--- src/rtl/mod15_counter_core.sv ---
// mod15_counter_core
//   Loadable up/down modulo counter (states 0..MODULUS-1, default mod-15)
//   with wrap, illegal-load and saturating wrap-count status outputs.
//
// Ports
//   clock     in   single clock, every state change on posedge
//   reset     in   asynchronous active-low clear of all state
//   load      in   1 = load data this edge (wins over counting if legal)
//   mode      in   1 = count up, 0 = count down
//   data      in   [WIDTH-1:0] load value
//   data_out  out  [WIDTH-1:0] registered count value
//   wrap      out  one-cycle pulse coincident with the wrapped data_out value
//   load_err  out  one-cycle pulse, load rejected because data >= MODULUS
//   wrap_cnt  out  [WCNT_W-1:0] wraps since reset, saturating
module mod15_counter_core #(
  parameter int MODULUS = 15,
  parameter int WIDTH   = 4,
  parameter int WCNT_W  = 8
) (
  input  logic              clock,
  input  logic              reset,
  input  logic              load,
  input  logic              mode,
  input  logic [WIDTH-1:0]  data,
  output logic [WIDTH-1:0]  data_out,
  output logic              wrap,
  output logic              load_err,
  output logic [WCNT_W-1:0] wrap_cnt
);

  // Arithmetic is one bit wider than the count so MODULUS == 2**WIDTH
  // and the legality compare both fit without overflow.
  localparam logic [WIDTH:0]    MOD_V    = (WIDTH+1)'(MODULUS);
  localparam logic [WIDTH:0]    LAST_V   = MOD_V - (WIDTH+1)'(1);
  localparam logic [WCNT_W-1:0] WCNT_MAX = '1;

  typedef struct packed {
    logic [WIDTH:0] value;
    logic           wrap;
    logic           err;
  } nxt_t;

  generate
    if (MODULUS < 2 || MODULUS > (2 ** WIDTH)) begin : g_bad_modulus
      $error("mod15_counter_core: MODULUS must be in 2..2**WIDTH");
    end
  endgenerate

  // Release path: reset rising is captured by rel_q on the first posedge,
  // and the state registers (second flop of the path) take their first
  // update on the second posedge. Assertion stays fully asynchronous.
  logic rel_q;

  always_ff @(posedge clock or negedge reset) begin
    if (!reset) rel_q <= 1'b0;
    else        rel_q <= 1'b1;
  end

  logic [WIDTH:0] cur;
  logic           load_ok;
  logic [WIDTH:0] step_v;
  logic           step_wrap;
  nxt_t           nxt;

  always_comb begin
    cur       = {1'b0, data_out};
    load_ok   = load && ({1'b0, data} < MOD_V);
    step_v    = cur;
    step_wrap = 1'b0;
    if (mode) begin
      if (cur == LAST_V) begin
        step_v    = '0;
        step_wrap = 1'b1;
      end else begin
        step_v    = cur + (WIDTH+1)'(1);
      end
    end else begin
      if (cur == '0) begin
        step_v    = LAST_V;
        step_wrap = 1'b1;
      end else begin
        step_v    = cur - (WIDTH+1)'(1);
      end
    end

    // A rejected load falls through to a normal count step.
    nxt.value = load_ok ? {1'b0, data} : step_v;
    nxt.wrap  = !load_ok && step_wrap;
    nxt.err   = load && !load_ok;
  end

  always_ff @(posedge clock or negedge reset) begin
    if (!reset) begin
      data_out <= '0;
      wrap     <= 1'b0;
      load_err <= 1'b0;
      wrap_cnt <= '0;
    end else if (rel_q) begin
      data_out <= nxt.value[WIDTH-1:0];
      wrap     <= nxt.wrap;
      load_err <= nxt.err;
      // Counted on the same edge that raises wrap, so both move together.
      if (nxt.wrap && wrap_cnt != WCNT_MAX)
        wrap_cnt <= wrap_cnt + WCNT_W'(1);
    end
  end

  // The widened next-state value must never leave the legal range.
  a_range : assert property (@(posedge clock) disable iff (!reset)
                             nxt.value < MOD_V);

endmodule

--- config.mk ---
export PLATFORM = sky130hd
export DESIGN_NAME = mod15_counter_core
export DESIGN_NICKNAME = d
export VERILOG_FILES = /design/src/rtl/mod15_counter_core.sv
export SDC_FILE = /design/constraint.sdc
export NUM_CORES = 1
export LEC_CHECK = 0
export ABC_AREA = 1
export BUFFER_PORTS_ARGS = -buffer_cell sky130_fd_sc_hd__buf_2
export CAP_MARGIN = 10
export CORE_MARGIN = 4
export CORE_UTILIZATION = 35
export CTS_CLUSTER_DIAMETER = 150
export CTS_CLUSTER_SIZE = 24
export DETAILED_ROUTE_END_ITERATION = 8
export GPL_TIMING_DRIVEN = 0
export PLACE_DENSITY = 0.53
export SLEW_MARGIN = 25
export SYNTH_ARGS = -nofsm -noshare
export SYNTH_HDL_FRONTEND = slang
export SYNTH_SLANG_ARGS = --single-unit
--- constraint.sdc ---
create_clock -name clock -period 4.73 [get_ports clock]
set_input_delay 0.2365 -clock clock [delete_from_list [all_inputs] [get_ports clock]]
set_output_delay 0.2365 -clock clock [all_outputs]
set_load 0.02 [all_outputs]
==> impl_metrics.py, run 1 <==
metrics = {
    "hold_path": {
        "whs_path_depth": 3,
        "hold_class": "in -> reg",
    },
    "placed_design": {
        "place_ws_ns": 2.95,
        "io_buffers": 21,
        "placed_area_sq_um": 1160,
        "dp_hpwl_mm": 1.70,
        "place.gp.congestion": 0.858,
    },
    "finish": {
        "area_delta_synth_final_pct": 17.7,
        "drive_gt1_frac": 0.247,
        "fillerInstances": 289,
        "num-nets-final": 172,
        "final_util": 0.435,
        "stdcell_area_sq_um": 1200,
        "seq_area_sq_um": 375,
        "n_antenna_cell": 0,
        "multiInputGateArea_sq_um": 572,
    },
    "routing": {
        "vias": 918,
        "wl_per_cell_um": 11.8,
        "viasPerCell": 4.86,
        "drc_errors": 0,
        "routed_wl_mm": 2.23,
        "ant_nets": 0,
        "initialDrtViolationCount": 41,
        "dr.pass1.iters": 4,
    },
    "floorplanning": {
        "row_count": 19,
        "start_util": 0.369,
        "die_x_um": 61.9,
        "die_y_um": 61.9,
        "io_pins": 22,
        "die-area_sq_um": 3840,
        "core_sq_um": 2760,
    },
    "synthesis": {
        "avgSynthCellArea_sq_um": 7.72,
        "synthCells": 132,
        "synthArstFlopShare": 1.00,
        "synth_flop_cell": "dfrtp_1",
        "yosys.area.top_type": "dfrtp_1",
        "syn_nets": 145,
        "synth_area_sq_um": 1020,
        "ys_seq_area_frac": 0.369,
        "ys_ff_latch": 15,
        "synth_edf_count": 0,
        "yosysMostFrequentCell": "nand2_1",
        "synth_top_area_frac": 0.369,
        "synth.area.top_cells": "dfrtp_1 (37%), nand2_1 (13%), nand3_1 (8.8%)",
        "synth_commonest_cells": "nand2_1 (36), nand3_1 (18), dfrtp_1 (15)",
        "ys_types": 23,
        "yosys_warnings": 0,
    },
    "timing": {
        "rsz0062_at_grt": "false",
        "layout_setup_ws_ns": 2.96,
        "fin_crit_sh": 0.374,
        "finalHoldViolations": 0,
        "period_needed_ns": 1.77,
        "setup_tns_ns": 0,
        "finClkSkew_ns": 0.000721,
        "drv_slew": 0,
        "fmax_ghz": 0.566,
        "finalSetupViolations": 0,
    },
    "power_and_ir_drop": {
        "power_frac_seq": 0.457,
        "p_leak_nw": 0.672,
        "intPower_w": 0.000227,
        "vdd_ir_drop_max_uv": 171,
        "power_switching_w": 0.000148,
        "p_total_w": 0.000375,
        "power_frac_comb": 0.342,
        "swShare": 0.395,
        "power_density_nw_per_um2": 313,
        "clockPowerShare": 0.201,
    },
    "clock_tree": {
        "cts_resized": 0,
        "clk_pin_slew_ns": 0.09,
        "clkLatencyLatePin_ns": 0.28,
        "cts.sinks": 15,
        "cts_buffers": 3,
        "cts_setup_buffers": 0,
        "clockBufferDepth": 2,
        "tritoncts": "built",
        "h-tree-depth": 1,
        "holdBufCountCts": 1,
        "root_buffer": "clkbuf_4",
    },
    "job": {
        "cap_viol_max_count": 0,
    },
    "setup_path": {
        "critPathCaptureType": "flop",
        "r2r_cells": 11,
        "start_kind": "flop",
        "critPathKind": "reg -> reg",
        "crit_fanout": 9,
        "crit_required_ns": 4.91,
        "arrival_ns": 1.95,
    },
    "global_routing": {
        "grt_pass1_vias": 841,
        "overflow": 0,
        "grt_max_degree": 16,
        "grt_usage": 0.134,
        "antenna_found_initial": 0,
        "grt_first_pass_wirelength_mm": 3.74,
    },
    "run_status": {
        "status": "completed",
    },
}
[state kept, by name (all words and copies together), names as in the netlist]
register  count
wrap_cnt      8
data_out      4
load_err      1
rel_q         1
wrap          1
[placed cells by master, fill, tap and decap left out]
master / Yosys / final
inv_1: 13 / 13
ha_1: 5 / 5
nand3_2: 1 / 1
nand2_1: 36 / 36
a21oi_1: 3 / 3
nand4_1: 3 / 3
nor2_1: 10 / 10
o21ai_1: 1 / 1
dlygate4sd3_1: 0 / 1
xnor2_1: 1 / 1
nor2_8: 1 / 1
nand2_2: 4 / 4
xor2_1: 4 / 4
dfrtp_1: 15 / 15
nor2_4: 2 / 2
nand2_4: 2 / 2
buf_2: 0 / 21
nand3_4: 1 / 1
clkbuf_4: 0 / 3
o21ai_0: 4 / 4
nand3b_1: 1 / 1
conb_1: 1 / 1
clkbuf_1: 0 / 1
inv_2: 3 / 3
o31ai_1: 2 / 2
nand3_1: 18 / 18
buf_6: 1 / 1
[power groups by stage]
stage / Sequential [W] / Clock [W] / Combinational (W)
final: 0.000171 / 0.0000752 / 0.000128
after global routing: 0.000175 / 0.0000865 / 0.000144
after CTS: 0.000171 / 0.0000791 / 0.000131
after detailed placement: 0.000173 / 0 / 0.000130
after global placement: 0.000173 / 0 / 0.000126
after floorplan: 0.000193 / 0 / 0.0000685
[layout make-up]
| cell class | count | area share |
|---|---|---|
| inverters | 16 | 0.0501 |
| multi-input cells | 100 | 0.477 |
| repair buffers | 22 | 0.0960 |
| flip-flops and latches | 15 | 0.313 |
| well taps | 31 | 0.0324 |
| clock buffers | 4 | 0.0219 |
| plain buffers | 1 | 0.00939 |
[kinds of logic after synthesis]
family          Yosys count  share of synthesized area
simple gates             79                      0.399
fa+ha+maj                 5                     0.0614
compound gates           10                     0.0540
xor+xnor                  5                     0.0430
other cells               1                    0.00368
buf+inv                  17                     0.0700
flops                    15                      0.369
[through the flow]
stage / hold WS, ns / cells
after global placement: 0.178 / 184
after CTS: 0.264 / 189
final: 0.273 / 189
after floorplan: -0.0591 / 132
after global routing: 0.283 / 189
after detailed placement: 0.180 / 184
[worst max-delay path, cell delays in order, from the launching register on]
cell and delay, ns:
dfrtp_1 0.46, inv_1 0.18, ha_1 0.23, inv_1 0.08
nor2_4 0.09, nand2_2 0.05, nand2_2 0.07, nand2_4 0.07
nor2_8 0.20, nand2_4 0.12, nand2_1 0.07, nand2_1 0.05
[per-layer routing]
metal / part of all wire / track usage / routed length (um)
met1: 0.49 / 0.176 / 1090
met2: 0.47 / 0.217 / 1060
met3: 0.032 / 0.0186 / 71
met4: 0.0085 / 0.0636 / 19
met5: 0 / 0 / 0
[path summary, 6_finish.rpt]
check	slack, ns	to	startpoint
worst min register to register	0.49	load_err	load_err
worst min-delay path	0.27	load_err	data[3]
max in group asynchronous	4.09	data_out[0]	reset
worst max register to register	2.96	wrap_cnt[0]	data_out[0]
worst max-delay path	2.96	wrap_cnt[0]	data_out[0]
min in group asynchronous	0.38	data_out[3]	reset
Power figures use the tool's default switching activity.
==> run 2: changes to the inputs <==
- clock period: 4.73 -> 1.7 ns (I/O delays scaled with it)
==> impl_metrics.py, run 2 (synthesis gave the netlist of run 1 again) <==
metrics = {
    "run_status": {
        "status": "completed",
    },
    "setup_path": {
        "crit_chain": "inv_1 -> ha_4 -> inv_1 -> nor2_4 -> nand2_2 -> nand2_2 -> nand2_4 -> nor2_8 -> nand2_4 -> nand2_1 -> nand2_1",
        "slowest_stage": "dfrtp_2",
        "start_kind": "flop",
        "crit_family": "simple AND/OR/NAND/NOR gates",
        "slowest_delay_ns": 0.44,
        "arrival_ns": 1.75,
        "crit_fanout": 8,
        "crit_required_ns": 1.88,
        "critPathKind": "reg -> reg",
        "path_buf_inv": 2,
        "critPathCaptureType": "flop",
    },
    "job": {
        "cap_viol_max_count": 0,
    },
    "hold_path": {
        "hold_class": "in -> reg",
    },
    "routing": {
        "dr.pass1.iters": 4,
        "ant_nets": 0,
        "drc_errors": 0,
        "wl_per_cell_um": 11.7,
        "routed_wl_mm": 2.27,
        "initialDrtViolationCount": 34,
        "viasPerCell": 4.81,
        "vias": 938,
    },
    "power_and_ir_drop": {
        "power_density_nw_per_um2": 852,
        "vdd_ir_drop_max_uv": 476,
        "p_leak_nw": 0.699,
    },
    "clock_tree": {
        "root_buffer": "clkbuf_4",
        "cts.sinks": 15,
        "cts_buffers": 3,
        "clkLatencyLatePin_ns": 0.28,
        "tritoncts": "built",
        "h-tree-depth": 1,
        "clockBufferDepth": 2,
        "clk_pin_slew_ns": 0.09,
    },
    "finish": {
        "mostFrequentLayoutCell": "nand2_1",
        "top_register": "wrap_cnt",
        "num-nets-final": 178,
        "fillerInstances": 288,
        "area_delta_synth_final_pct": 23.6,
        "largest_reg_flops": 8,
        "most-common-layout-cells": "nand2_1 (36), buf_2 (21), nand3_1 (18)",
        "stdcell_area_sq_um": 1260,
        "n_antenna_cell": 0,
        "final_util": 0.456,
        "top_regs": "wrap_cnt (8), data_out (4)",
        "drive_gt1_frac": 0.299,
    },
    "placed_design": {
        "place.gp.congestion": 0.858,
        "placed_area_sq_um": 1160,
        "io_buffers": 21,
        "dp_hpwl_mm": 1.70,
    },
    "timing": {
        "fin_crit_sh": 0.922,
        "finClkSkew_ns": 0.00158,
        "fmax_ghz": 0.638,
        "rsz0062_at_grt": "false",
        "finalSetupViolations": 0,
        "period_needed_ns": 1.57,
        "drv_slew": 0,
        "finalHoldViolations": 0,
    },
    "floorplanning": {
        "row_count": 19,
        "core_sq_um": 2760,
        "start_util": 0.369,
        "die_y_um": 61.9,
        "die_x_um": 61.9,
        "die-area_sq_um": 3840,
        "io_pins": 22,
    },
    "global_routing": {
        "grt_pass1_vias": 841,
        "overflow": 0,
        "grt_first_pass_wirelength_mm": 3.74,
        "grt_max_degree": 16,
        "grt_usage": 0.134,
        "antenna_found_initial": 0,
    },
}
==> run 2: cell count changes in the layout (fill, tap and decap cells not counted) <==
cell / delta
inv_1: -1
dfrtp_1: -2
dfrtp_2: +2
ha_1: -1
ha_4: +1
buf_4: +6
inv_2: +1
==> run 2: path summary, 6_finish.rpt <==
path,start,slack [ns],endpoint,cells after the start
min,data[3],0.12,load_err,3
min reg2reg,load_err,0.49,load_err,2
min in group asynchronous,reset,0.23,data_out[3],2
max reg2reg,data_out[1],0.13,wrap_cnt[0],11
max,data_out[1],0.13,wrap_cnt[0],11
max in group asynchronous,reset,1.18,data_out[0],2
==> run 2: where the power goes <==
group	total (W)	switching [W]	internal [W]
Clock	0.000209	0.000118	0.0000910
Sequential	0.000471	0.0000627	0.000409
Combinational	0.000392	0.000238	0.000154
==> run 2: worst register-to-register path, stage by stage (launching register included) <==
cell and delay [ns]:
dfrtp_2 0.44, inv_1 0.14, ha_4 0.16, inv_1 0.06, nor2_4 0.08, nand2_2 0.05, nand2_2 0.07, nand2_4 0.07
nor2_8 0.17, nand2_4 0.11, nand2_1 0.07, nand2_1 0.05
==> run 2: cell type report <==
class	instances	area [sq um]	share of cell area
Clock buffer	4	26.3	0.0209
Multi-Input combinational cell	100	584	0.464
Sequential cell	15	378	0.300
Inverter	16	60.1	0.0477
Tap cell	31	38.8	0.0308
Timing Repair Buffer	28	160	0.127
Buffer	1	11.3	0.00895
==> run 2: routing by layer <==
layer	global-route usage	wire, um
met2	0.217	1100
met5	0	0
met4	0.0636	22
met1	0.176	1090
met3	0.0186	57
==> run 2: timing repair <==
item	4_1_cts	5_1_grt
hold endpoints to repair	15	0
hold buffers	1	0
buffers inserted	0	6
pin swaps	1	1
resized for setup	3	2
cloned	0	0
endpoints found under the setup margin	8	8
==> run 2: through the flow <==
| stage | TNS [ns] | cells | total power [W] | hold slack, ns | setup WS (ns) |
|---|---|---|---|---|---|
| global placement | -0.174 | 184 | 0.000833 | 0.0262 | -0.0264 |
| detailed placement | -0.557 | 184 | 0.000843 | 0.0285 | -0.0784 |
| floorplan | 0 | 132 | 0.000726 | -0.211 | 0.0800 |
| global route | 0 | 195 | 0.00116 | 0.130 | 0.0374 |
| finish | 0 | 195 | 0.00107 | 0.123 | 0.133 |
| CTS | 0 | 189 | 0.00106 | 0.112 | 0.00924 |
